### src/rtl/clocked_priority_arbiter_16.sv
// clocked_priority_arbiter_16
//   Sixteen-way arbiter with registered outputs. It offers fixed-priority mode
//   (highest index wins) and round-robin mode (the search starts just below the
//   last winner and descends with wraparound). A tenure continues while the
//   granted requester holds its request line, up to MAX_HOLD cycles. After every
//   tenure there is one GAP cycle with no grant.
//
//   state | meaning
//   IDLE  | nothing granted; arbitrate on each edge
//   GRANT | grant held for requester grant_id; hold_cnt counts tenure cycles
//   GAP   | one dead cycle after a tenure; arbitrate on the next edge
//
// Ports
//   clk         : clock, rising edge
//   reset       : asynchronous reset, active low
//   req[15:0]   : request lines
//   rr_en       : 0 = fixed priority, 1 = round-robin
//   grant[15:0] : registered one-hot grant
//   grant_id    : registered index of the granted requester
//   grant_valid : registered, high while a grant is held
//   timeout     : registered one-cycle pulse in the GAP after a MAX_HOLD ending
module clocked_priority_arbiter_16 #(
  parameter int unsigned MAX_HOLD = 8
) (
  input  logic        clk,
  input  logic        reset,
  input  logic [15:0] req,
  input  logic        rr_en,
  output logic [15:0] grant,
  output logic [3:0]  grant_id,
  output logic        grant_valid,
  output logic        timeout
);

  localparam logic [7:0] HOLD_LIM = 8'(MAX_HOLD);

  typedef enum logic [1:0] {IDLE = 2'd0, GRANT = 2'd1, GAP = 2'd2} state_t;

  state_t      state, state_nxt;
  logic [3:0]  last_id, last_id_nxt;
  logic [7:0]  hold_cnt, hold_cnt_nxt;
  logic [15:0] grant_nxt;
  logic [3:0]  id_nxt;
  logic        valid_nxt, timeout_nxt;

  logic        win_any;
  logic [3:0]  win_id;
  logic [3:0]  idx;

  // Winner search. In round-robin mode the walk starts at last_id-1 and
  // descends. The 4-bit arithmetic wraps 0 -> 15, so last_id is visited last.
  always_comb begin
    win_any = 1'b0;
    win_id  = 4'd0;
    idx     = 4'd0;
    if (rr_en) begin
      for (int k = 0; k < 16; k++) begin
        idx = last_id - 4'd1 - k[3:0];
        if (!win_any && req[idx]) begin
          win_any = 1'b1;
          win_id  = idx;
        end
      end
    end else begin
      for (int i = 15; i >= 0; i--) begin
        if (!win_any && req[i]) begin
          win_any = 1'b1;
          win_id  = 4'(i);
        end
      end
    end
  end

  always_comb begin
    state_nxt    = state;
    grant_nxt    = grant;
    id_nxt       = grant_id;
    valid_nxt    = grant_valid;
    timeout_nxt  = 1'b0;
    hold_cnt_nxt = hold_cnt;
    last_id_nxt  = last_id;
    case (state)
      IDLE, GAP: begin
        if (win_any) begin
          state_nxt    = GRANT;
          grant_nxt    = 16'd1 << win_id;
          id_nxt       = win_id;
          valid_nxt    = 1'b1;
          hold_cnt_nxt = 8'd1;
          last_id_nxt  = win_id;
        end else begin
          state_nxt    = IDLE;
          grant_nxt    = 16'd0;
          id_nxt       = 4'd0;
          valid_nxt    = 1'b0;
          hold_cnt_nxt = 8'd0;
        end
      end
      GRANT: begin
        // A dropped request ends the tenure without timeout, even when the
        // hold limit is reached in the same cycle.
        if (!req[grant_id] || hold_cnt >= HOLD_LIM) begin
          state_nxt    = GAP;
          grant_nxt    = 16'd0;
          id_nxt       = 4'd0;
          valid_nxt    = 1'b0;
          hold_cnt_nxt = 8'd0;
          timeout_nxt  = req[grant_id];
        end else if (hold_cnt != 8'hFF) begin
          hold_cnt_nxt = hold_cnt + 8'd1;
        end
      end
      default: begin
        state_nxt    = IDLE;
        grant_nxt    = 16'd0;
        id_nxt       = 4'd0;
        valid_nxt    = 1'b0;
        hold_cnt_nxt = 8'd0;
      end
    endcase
  end

  always_ff @(posedge clk or negedge reset) begin
    if (!reset) begin
      state       <= IDLE;
      grant       <= 16'd0;
      grant_id    <= 4'd0;
      grant_valid <= 1'b0;
      timeout     <= 1'b0;
      last_id     <= 4'd0;
      hold_cnt    <= 8'd0;
    end else begin
      state       <= state_nxt;
      grant       <= grant_nxt;
      grant_id    <= id_nxt;
      grant_valid <= valid_nxt;
      timeout     <= timeout_nxt;
      last_id     <= last_id_nxt;
      hold_cnt    <= hold_cnt_nxt;
    end
  end

endmodule

### config.mk
export PLATFORM = sky130hd
export DESIGN_NAME = clocked_priority_arbiter_16
export DESIGN_NICKNAME = d
export VERILOG_FILES = /design/src/rtl/clocked_priority_arbiter_16.sv
export SDC_FILE = /design/constraint.sdc
export NUM_CORES = 1
export LEC_CHECK = 0
export BUFFER_PORTS_ARGS = -buffer_cell sky130_fd_sc_hd__buf_2
export CORE_AREA = 2 2 93 95
export CTS_CLUSTER_SIZE = 24
export DETAILED_ROUTE_END_ITERATION = 8
export DIE_AREA = 0 0 95 97
export GPL_ROUTABILITY_DRIVEN = 0
export PLACE_DENSITY = 0.73
export REMOVE_ABC_BUFFERS = 1
export SYNTH_ARGS = -nofsm -noshare
export SYNTH_HDL_FRONTEND = slang
export SYNTH_SLANG_ARGS = --single-unit
### constraint.sdc
create_clock -name clk -period 7.1 [get_ports clk]
set_input_delay 1.775 -clock clk [delete_from_list [all_inputs] [get_ports clk]]
set_output_delay 1.775 -clock clk [all_outputs]
set_load 0.005 [all_outputs]
Word-level counts from Yosys, hierarchy flattened
Cells that the tools add are included.
{ "totals": {"in_bits": 19, "regBits": 36, "out_inout_bits": 22, "word_cells": 261} }
{ "op_classes": {"reduce_logical": 65, "order_cmp": 18, "n_mux": 148, "n_addsub": 17, "shifts": 1, "eq_ne": 5} }
{ "ops": {"columns": ["cell", "n"], "rows": [
  ["4-bit two-way mux", 35],
  ["1-bit two-way mux", 86],
  ["4-bit by 5-bit < comparator with 1-bit output, second input constant", 17],
  ["1-bit binary-select mux with 4-bit select", 17],
  ["16-bit two-way mux", 2],
  ["16-bit one-hot mux with 2 select lines", 1],
  ["4-bit subtractor, second input constant", 8],
  ["1-bit logical NOT", 31],
  ["1-bit logical AND", 30],
  ["8-bit two-way mux", 2],
  ["8-bit one-hot mux with 2 select lines", 1],
  ["1-bit by 4-bit left shift with 16-bit output, first input constant", 1],
  ["4-bit by 3-bit subtractor with 4-bit output, second input constant", 4],
  ["8-bit by 1-bit adder with 8-bit output, second input constant", 1],
  ["8-bit by 4-bit greater-or-equal comparator with 1-bit output, second input constant", 1],
  ["8-bit inequality test, second input constant", 1],
  ["4-bit one-hot mux with 2 select lines", 1],
  ["4-bit by 1-bit subtractor with 4-bit output, second input constant", 2],
  ["4-bit by 2-bit subtractor with 4-bit output, second input constant", 2],
  ["2-bit one-hot mux with 2 select lines", 1],
  ["3-bit inequality test, second input constant", 1],
  ["2-bit by 1-bit equality test with 1-bit output, second input constant", 1],
  ["2-bit equality test, second input constant", 1],
  ["2-bit logical NOT", 1],
  ["other kinds (6)", 6]
]} }

Depth between registers and ports, before layout
Gate-level depths: netlist (run 1).
{ "depth": {"depth_word": 68, "mapped_depth": 22, "depth_no_buf": 16} }

Least setup slack after synthesis (run 1)
Ideal clock, no wire load.
{ "synth_timing": {"kind": "register to register", "start": "register last_id[0]", "end": "register grant[7]", "required_ns": 7.023, "path_buffers": 5, "period_less_slack_ns": 4.964, "slack_ns": 2.136, "arrival_ns": 4.888, "setup_time_ns": 0.077, "stages_incl_launch_ff": 22, "path_cell_list": "dfrtp_1 buf_6 buf_12 clkinv_1 ha_1 buf_2 xnor2_2 clkinv_1 clkbuf_1 ha_1 o21a_1 o21ai_0 xor2_1 mux4_2 buf_6 nor4_4 nand4b_1 or4_1 a31oi_2 o21bai_1 or3_1 o21ai_1"} }
{ "synth_between": {"elab_chain_len": 68, "word_cells_on_any_way": 130, "cone_classes": "16 x add/sub; 1 x shift; 83 x mux; 30 x reduce/logical"} }
{ "synth_rtl": {"columns": ["element", "line", "rtl"], "rows": [
  ["start: declaration", "40", "logic [3:0] last_id, last_id_nxt;"],
  ["start signal: assignment", "138", "last_id <= last_id_nxt;"],
  ["4-bit by 1-bit subtractor with 4-bit output *", "58", "idx = last_id - 4'd1 - k[3:0];"],
  ["parallel branches: the longest is 65 deep, another holds 4-bit by 1-bit subtractor with 4-bit output", null, null],
  ["16-bit two-way mux *", "84", "if (win_any) begin"],
  ["16-bit one-hot mux with 2 select lines *", "82", "case (state)"],
  ["end signal: assignment", "134", "grant <= grant_nxt;"],
  ["end: declaration", "29", "output logic [15:0] grant,"]
]} }
Mark *: on every way between the ends. The select of a mux whose other input is x is not followed.
A chain may end at the register's enable or synchronous reset.

Worst setup path after layout (run 1)
{ "layout_timing": {"start": "register last_id[1]", "end": "register grant[2]"} }
Same word-level chain as after synthesis.

==> summary.txt, run 1 <==
CP Max Fanout: 13
Avg Inst Size Synth: 8.93 sq um
CTS Buf Count: 5
pre-CTS setup slack: 1.65 ns
Placeable Area: 0.00813 sq mm
CTS root buf: clkbuf_8
endpoints failing hold: 0
Final Cycle Share: 79.2%
final WL: 13,100 um
Synth area leaders: dfrtp_1 21%, mux4_2 12%, mux2i_1 3.9%, o21ai_0 3.9%, mux2_2 3.9%
GRT overflow: 0
Post-synth EDFFs: 0
crit path launch type: flop
dominant synthesized flop cell: dfrtp_1
Slew headroom: 50.0%
multi-input logic area: 0.00326 sq mm
final-layout fill cell count: 711
Clock transition at path regs: 0.08 ns
vias in the first global route: 4,085
detail-routed via count per cell: 7.13
#FFs+latches synth: 36
GRT Overall Usage: 28.9%
clk sink count: 36
post-route setup slack: 1.48 ns
layout cell share with drive strength beyond 1: 23.8%
clk_lat worst skew: 0.29 ns
YS warnings: 0
Mapped Area: 0.00436 sq mm
end of the worst hold path: state[1]
CP most frequent cell: ha_1
r2r startpoint: last_id[1]
Mapped Cells: 488
starting density of the core: 53.6%
synth cell count leaders: 44 x nand2_1, 36 x dfrtp_1, 34 x nor2_1, 34 x o21ai_0, 26 x a21oi_1
Slew Viols, Final: 0
Slowest Stage Delay on Critical Path: 0.70 ns
Tmin final: 5.62 ns
most common cell in the netlist: nand2_1
first-pass GRT wire length: 21,200 um
initial antenna violation count: 0
Max-Cap Viols: 0
Max Freq: 0.178 GHz
R2R Path End: grant[2]
sequential-to-total area share from yosys stat: 20.7%
Ports: 41
worst hold path type: flop to flop
Synth area leader: dfrtp_1
Ant. Diodes: 0
Worst Skew: 0.00516 ns
wire per inst: 20.9 um
Setup Crit Path Kind: flop to flop
hold path start: state[1]
CP required: 7.28 ns
Detailed Route Iter0 Violations: 514
CTS max path bufs: 2
Critical Path Sink Type: flop
Die Y: 97 um
TritonRoute pass-1 iters: 5
H-tree depth: 2
Reg area: 901 sq um
setup repair bufs after CTS: 0
die area: 0.00922 sq mm
half-perimeter wire length after placement: 9970 um
I/O Buffers: 40
top-area cell type share of the netlist area: 20.7%
# setup viols final: 0
# rows: 33
Antenna Nets Post-Route: 0
Post-CTS Hold Buffers: 0
Reg2Reg Depth: 16
post-CTS sizing: 0
status: complete, no violations
Worst-Margin Slew: 0.750 ns
DR vias: 4,455
die width: 95 um
worst path arrival time: 5.80 ns
largest net degree at the start of global routing: 37
Netlist cell types: 90
Async SR Flop Fraction: 100%
critical path's slowest cell: dfrtp_1
CTS tree: done
final net count: 545
RSZ-0062 raised after global routing: no
Setup TNS: 0 ns
CP Cell Sequence: inv_1 > ha_1 > xnor2_2 > clkinv_1 > ha_1 > o21a_1 > o21ai_0 > xor2_1 > mux4_2 > or4_4 > nor4_4 > nand3_1 > o211ai_1 > a2bb2oi_2 > and3b_1 > a22o_1
DRC viols: 0
Layout area overhead: 7.90%
Worst Hold Depth: 1
R2R setup slack: 1.48 ns
flip-flops by register name (all words and copies together) (netlist names):
signal       count
grant           16
hold_cnt         8
grant_id         4
last_id          4
state            2
grant_valid      1
timeout          1
cell usage in the layout (no fill, tap or decap), types with 7 or more instances in the layout:
cell type | synthesis | final
a21oi_1 | 26 | 26
buf_2 | 7 | 40
o21ai_0 | 34 | 34
nor3_1 | 12 | 11
a21o_1 | 7 | 7
mux2i_1 | 17 | 17
nand2_1 | 44 | 44
mux2_2 | 15 | 15
mux4_2 | 24 | 24
dfrtp_1 | 36 | 36
nand3_1 | 14 | 14
a22o_1 | 9 | 9
and2_1 | 7 | 7
o21ai_1 | 7 | 7
o211ai_1 | 9 | 9
ha_1 | 7 | 7
nand2b_1 | 9 | 9
nor2_1 | 34 | 34
inv_1 | 13 | 13
critical path, delay by kind of cell, from the launching register on:
| family | cells | cell delay [ns] |
|---|---|---|
| AO/OA/AOI/OAI | 5 | 1.04 |
| XOR/XNOR | 2 | 0.97 |
| AND/OR/NAND/NOR | 4 | 1.29 |
| multiplexers | 1 | 0.51 |
| buffers and inverters | 2 | 0.35 |
| flip-flops | 1 | 0.70 |
| adder cells (fa/ha/maj) | 2 | 0.64 |
logic make-up after synthesis:
logic type / synth area share, %
adders and majority gates: 2.01
buffers and inverters: 4.97
muxes: 21.2
DFF: 20.7
other: 0.0861
xor gates and xnor gates: 2.27
AOI/OAI and AO/OA: 26.8
and+or+nand+nor: 22.0
final cells by class:
cell class,instances,share of cell area [%]
multi-input cells,414,69.3
flip-flops and latches,36,19.2
repair buffers,46,5.22
well taps,105,2.79
clock buffers,6,1.54
inverters,16,1.28
clock inverters,2,0.745
metal layers:
layer / track usage [%] / up-vias / routed length [um]
li1: - / 1981 / -
met1: 40.8 / 2074 / 5400
met2: 43.2 / 342 / 5730
met3: 6.93 / 58 / 1390
met4: 10.1 / 0 / 538
met5: 0 / - / 0
worst max path at each step:
stage	endpoint	startpoint	slack, ns	cells past startpoint
after floorplan	grant[9]	last_id[0]	0.40	15
after global placement	grant[9]	last_id[1]	1.79	16
after detailed placement	grant[10]	last_id[1]	1.65	16
after CTS	grant[2]	last_id[1]	1.63	16
after global routing	grant[9]	last_id[1]	1.16	16
final	grant[2]	last_id[1]	1.48	16
metrics by stage:
step	instance area, sq um	util, %	hold WS (ns)	instances
final	4700	57.8	0.433	625
after global routing	4700	57.8	0.450	625
after CTS	4700	57.8	0.429	625
after detailed placement	4590	56.5	0.424	617
after global placement	4590	56.5	0.409	617
after floorplan	4210	-	0.399	466
Power of run 1 is not shown: default switching activity piles up to over one toggle a cycle in this logic, so the estimate is an artifact.
==> run 2, diff against run 1 <==
--- a/config.mk
+++ b/config.mk
@@ -11,7 +11,7 @@
 export DETAILED_ROUTE_END_ITERATION = 8
 export DIE_AREA = 0 0 95 97
 export GPL_ROUTABILITY_DRIVEN = 0
-export PLACE_DENSITY = 0.73
+export PLACE_DENSITY = 0.76
 export REMOVE_ABC_BUFFERS = 1
 export SYNTH_ARGS = -nofsm -noshare
 export SYNTH_HDL_FRONTEND = slang
==> constraint.sdc (replaced) <==
create_clock -name clk -period 5.15 [get_ports clk]
set_input_delay 1.2875 -clock clk [delete_from_list [all_inputs] [get_ports clk]]
set_output_delay 1.2875 -clock clk [all_outputs]
set_load 0.005 [all_outputs]
==> run 2 against run 1 <==
Effect of this change:
- worst hold slack got worse by 0.0076 ns
- setup slack got worse by 1.2 ns
- critical endpoint is now grant[10]
- critical path depth did not move
- routed wire length increased by 4.6%
- flip-flop and latch count unchanged
- critical path type unchanged
==> summary.txt, run 2 (synthesized netlist as in run 1, its figures left out) <==
vias in the first global route: 4,263 (was 4,085)
CP required: 5.34 ns (was 7.28 ns)
Layout area overhead: 8.84% (was 7.90%)
layout cell share with drive strength beyond 1: 24.8% (was 23.8%)
DR top layer: met4 (unchanged)
CP Max Fanout: 11 (was 13)
setup repair bufs after CTS: 0 (unchanged)
final-layout fill cell count: 700 (was 711)
Tmin final: 4.89 ns (was 5.62 ns)
DRC viols: 0 (unchanged)
worst path arrival time: 5.08 ns (was 5.80 ns)
Setup Crit Path Kind: flop to flop (unchanged)
most common cell after layout, fill and taps aside: nand2_1 (unchanged)
Placeable Area: 0.00813 sq mm (unchanged)
endpoints failing hold: 0 (unchanged)
Slowest Stage Delay on Critical Path: 0.62 ns (was 0.70 ns)
GRT overflow: 0 (unchanged)
Max-Cap Viols: 0 (unchanged)
most frequent cells in the layout: 44 x nand2_1, 40 x buf_2, 36 x dfrtp_1, 34 x nor2_1, 34 x o21ai_0 (unchanged)
Ports: 41 (unchanged)
clk_lat worst skew: 0.30 ns (was 0.29 ns)
Slew headroom: 49.8% (was 50.0%)
Reg2Reg Depth: 16 (unchanged)
final net count: 550 (was 545)
Post-CTS Hold Buffers: 0 (unchanged)
CTS max path bufs: 2 (unchanged)
# rows: 33 (unchanged)
Ant. Diodes: 0 (unchanged)
GRT Overall Usage: 30.3% (was 28.9%)
CTS Buf Count: 5 (unchanged)
wire per inst: 21.7 um (was 20.9 um)
Worst Skew: 0.00466 ns (was 0.00516 ns)
Routed met2 length: 6000 um (was 5730 um)
largest net degree at the start of global routing: 37 (unchanged)
worst hold path type: flop to flop (unchanged)
initial antenna violation count: 0 (unchanged)
final WL: 13,700 um (was 13,100 um)
Final Cycle Share: 95.0% (was 79.2%)
Clock transition at path regs: 0.07 ns (was 0.08 ns)
H-tree depth: 2 (unchanged)
Critical Path Sink Type: flop (unchanged)
pre-CTS setup slack: 0.342 ns (was 1.65 ns)
first-pass GRT wire length: 22,000 um (was 21,200 um)
biggest regs: grant x16, hold_cnt x8 (unchanged)
critical path's slowest cell: or4_4 (was dfrtp_1)
post-route setup slack: 0.256 ns (was 1.48 ns)
die area: 0.00922 sq mm (unchanged)
die width: 95 um (unchanged)
DR vias: 4,570 (was 4,455)
final hold slack: 0.425 ns (was 0.433 ns)
CTS tree: done (unchanged)
Die Y: 97 um (unchanged)
# setup viols final: 0 (unchanged)
Max Freq: 0.204 GHz (was 0.178 GHz)
Antenna Nets Post-Route: 0 (unchanged)
number of flip-flops in the largest register: 16 (unchanged)
half-perimeter wire length after placement: 10,500 um (was 9970 um)
CP Cell Sequence: clkinv_1 > ha_1 > xnor2_2 > clkinv_1 > ha_1 > o21a_1 > o21ai_0 > xor2_1 > mux4_2 > or4_4 > o22ai_1 > a32oi_1 > a211oi_1 > a2bb2oi_2 > and3b_1 > a22o_1 (was inv_1 > ha_1 > xnor2_2 > clkinv_1 > ha_1 > o21a_1 > o21ai_0 > xor2_1 > mux4_2 > or4_4 > nor4_4 > nand3_1 > o211ai_1 > a2bb2oi_2 > and3b_1 > a22o_1)
Worst Hold Depth: 1 (unchanged)
CTS root buf: clkbuf_8 (unchanged)
DRT met1 WL: 5500 um (was 5400 um)
I/O Buffers: 40 (unchanged)
clk sink count: 36 (unchanged)
Worst-Margin Slew: 0.752 ns (was 0.750 ns)
TritonRoute pass-1 iters: 6 (was 5)
Detailed Route Iter0 Violations: 718 (was 514)
dpl cell area: 0.00463 sq mm (was 0.00459 sq mm)
Biggest register: grant (unchanged)
crit path launch type: flop (unchanged)
Slew Viols, Final: 0 (unchanged)
WL met3: 1220 um (was 1390 um)
post-CTS sizing: 0 (unchanged)
starting density of the core: 53.6% (unchanged)
RSZ-0062 raised after global routing: no (unchanged)
status: complete, no violations (unchanged)
fin area: 0.00474 sq mm (was 0.00470 sq mm)
detail-routed via count per cell: 7.25 (was 7.13)
[run 2: metal layers]
| layer | global-route usage, % | up-vias |
|---|---|---|
| met5 | 0 | - |
| met4 | 17.7 | 0 |
| met3 | 5.45 | 82 |
| met2 | 44.8 | 362 |
| met1 | 41.1 | 2143 |
| li1 | - | 1983 |
[run 2: critical path: cells and delay by family, from the launching register on]
family / cells / cell delay (ns)
AOI/OAI and AO/OA: 7 / 1.51
xor gates and xnor gates: 2 / 0.65
adders and majority gates: 2 / 0.53
buffers and inverters: 2 / 0.23
DFF: 1 / 0.42
muxes: 1 / 0.56
and+or+nand+nor: 2 / 0.86
[run 2: per-stage QoR]
step / utilization [%] / instances / TNS [ns]
2_1_floorplan: - / 466 / -36.30
3_3_place_gp: 56.9 / 622 / 0
3_5_place_dp: 56.9 / 622 / 0
4_1_cts: 58.3 / 630 / 0
5_1_grt: 58.3 / 630 / 0
6_report: 58.3 / 630 / 0
[run 2: final cells by class]
type | count | area [sq um] | area share (%)
Clock inverter | 3 | 42.5 | 0.897
Clock buffer | 5 | 68.8 | 1.45
Multi-Input combinational cell | 414 | 3260 | 68.7
Timing Repair Buffer | 51 | 283 | 5.96
Tap cell | 105 | 131 | 2.77
Sequential cell | 36 | 901 | 19.0
Inverter | 16 | 60.1 | 1.27
[run 2: worst paths after layout]
path,from,endpoint,slack [ns]
setup reg to reg,last_id[0],grant[10],0.26
min in group asynchronous,reset,grant[0],1.05
setup / recovery,last_id[0],grant[10],0.26
max in group asynchronous,reset,hold_cnt[0],3.62
hold / removal,state[1],state[1],0.43
hold reg to reg,state[1],state[1],0.43
Power of run 2 is left out for the same reason.
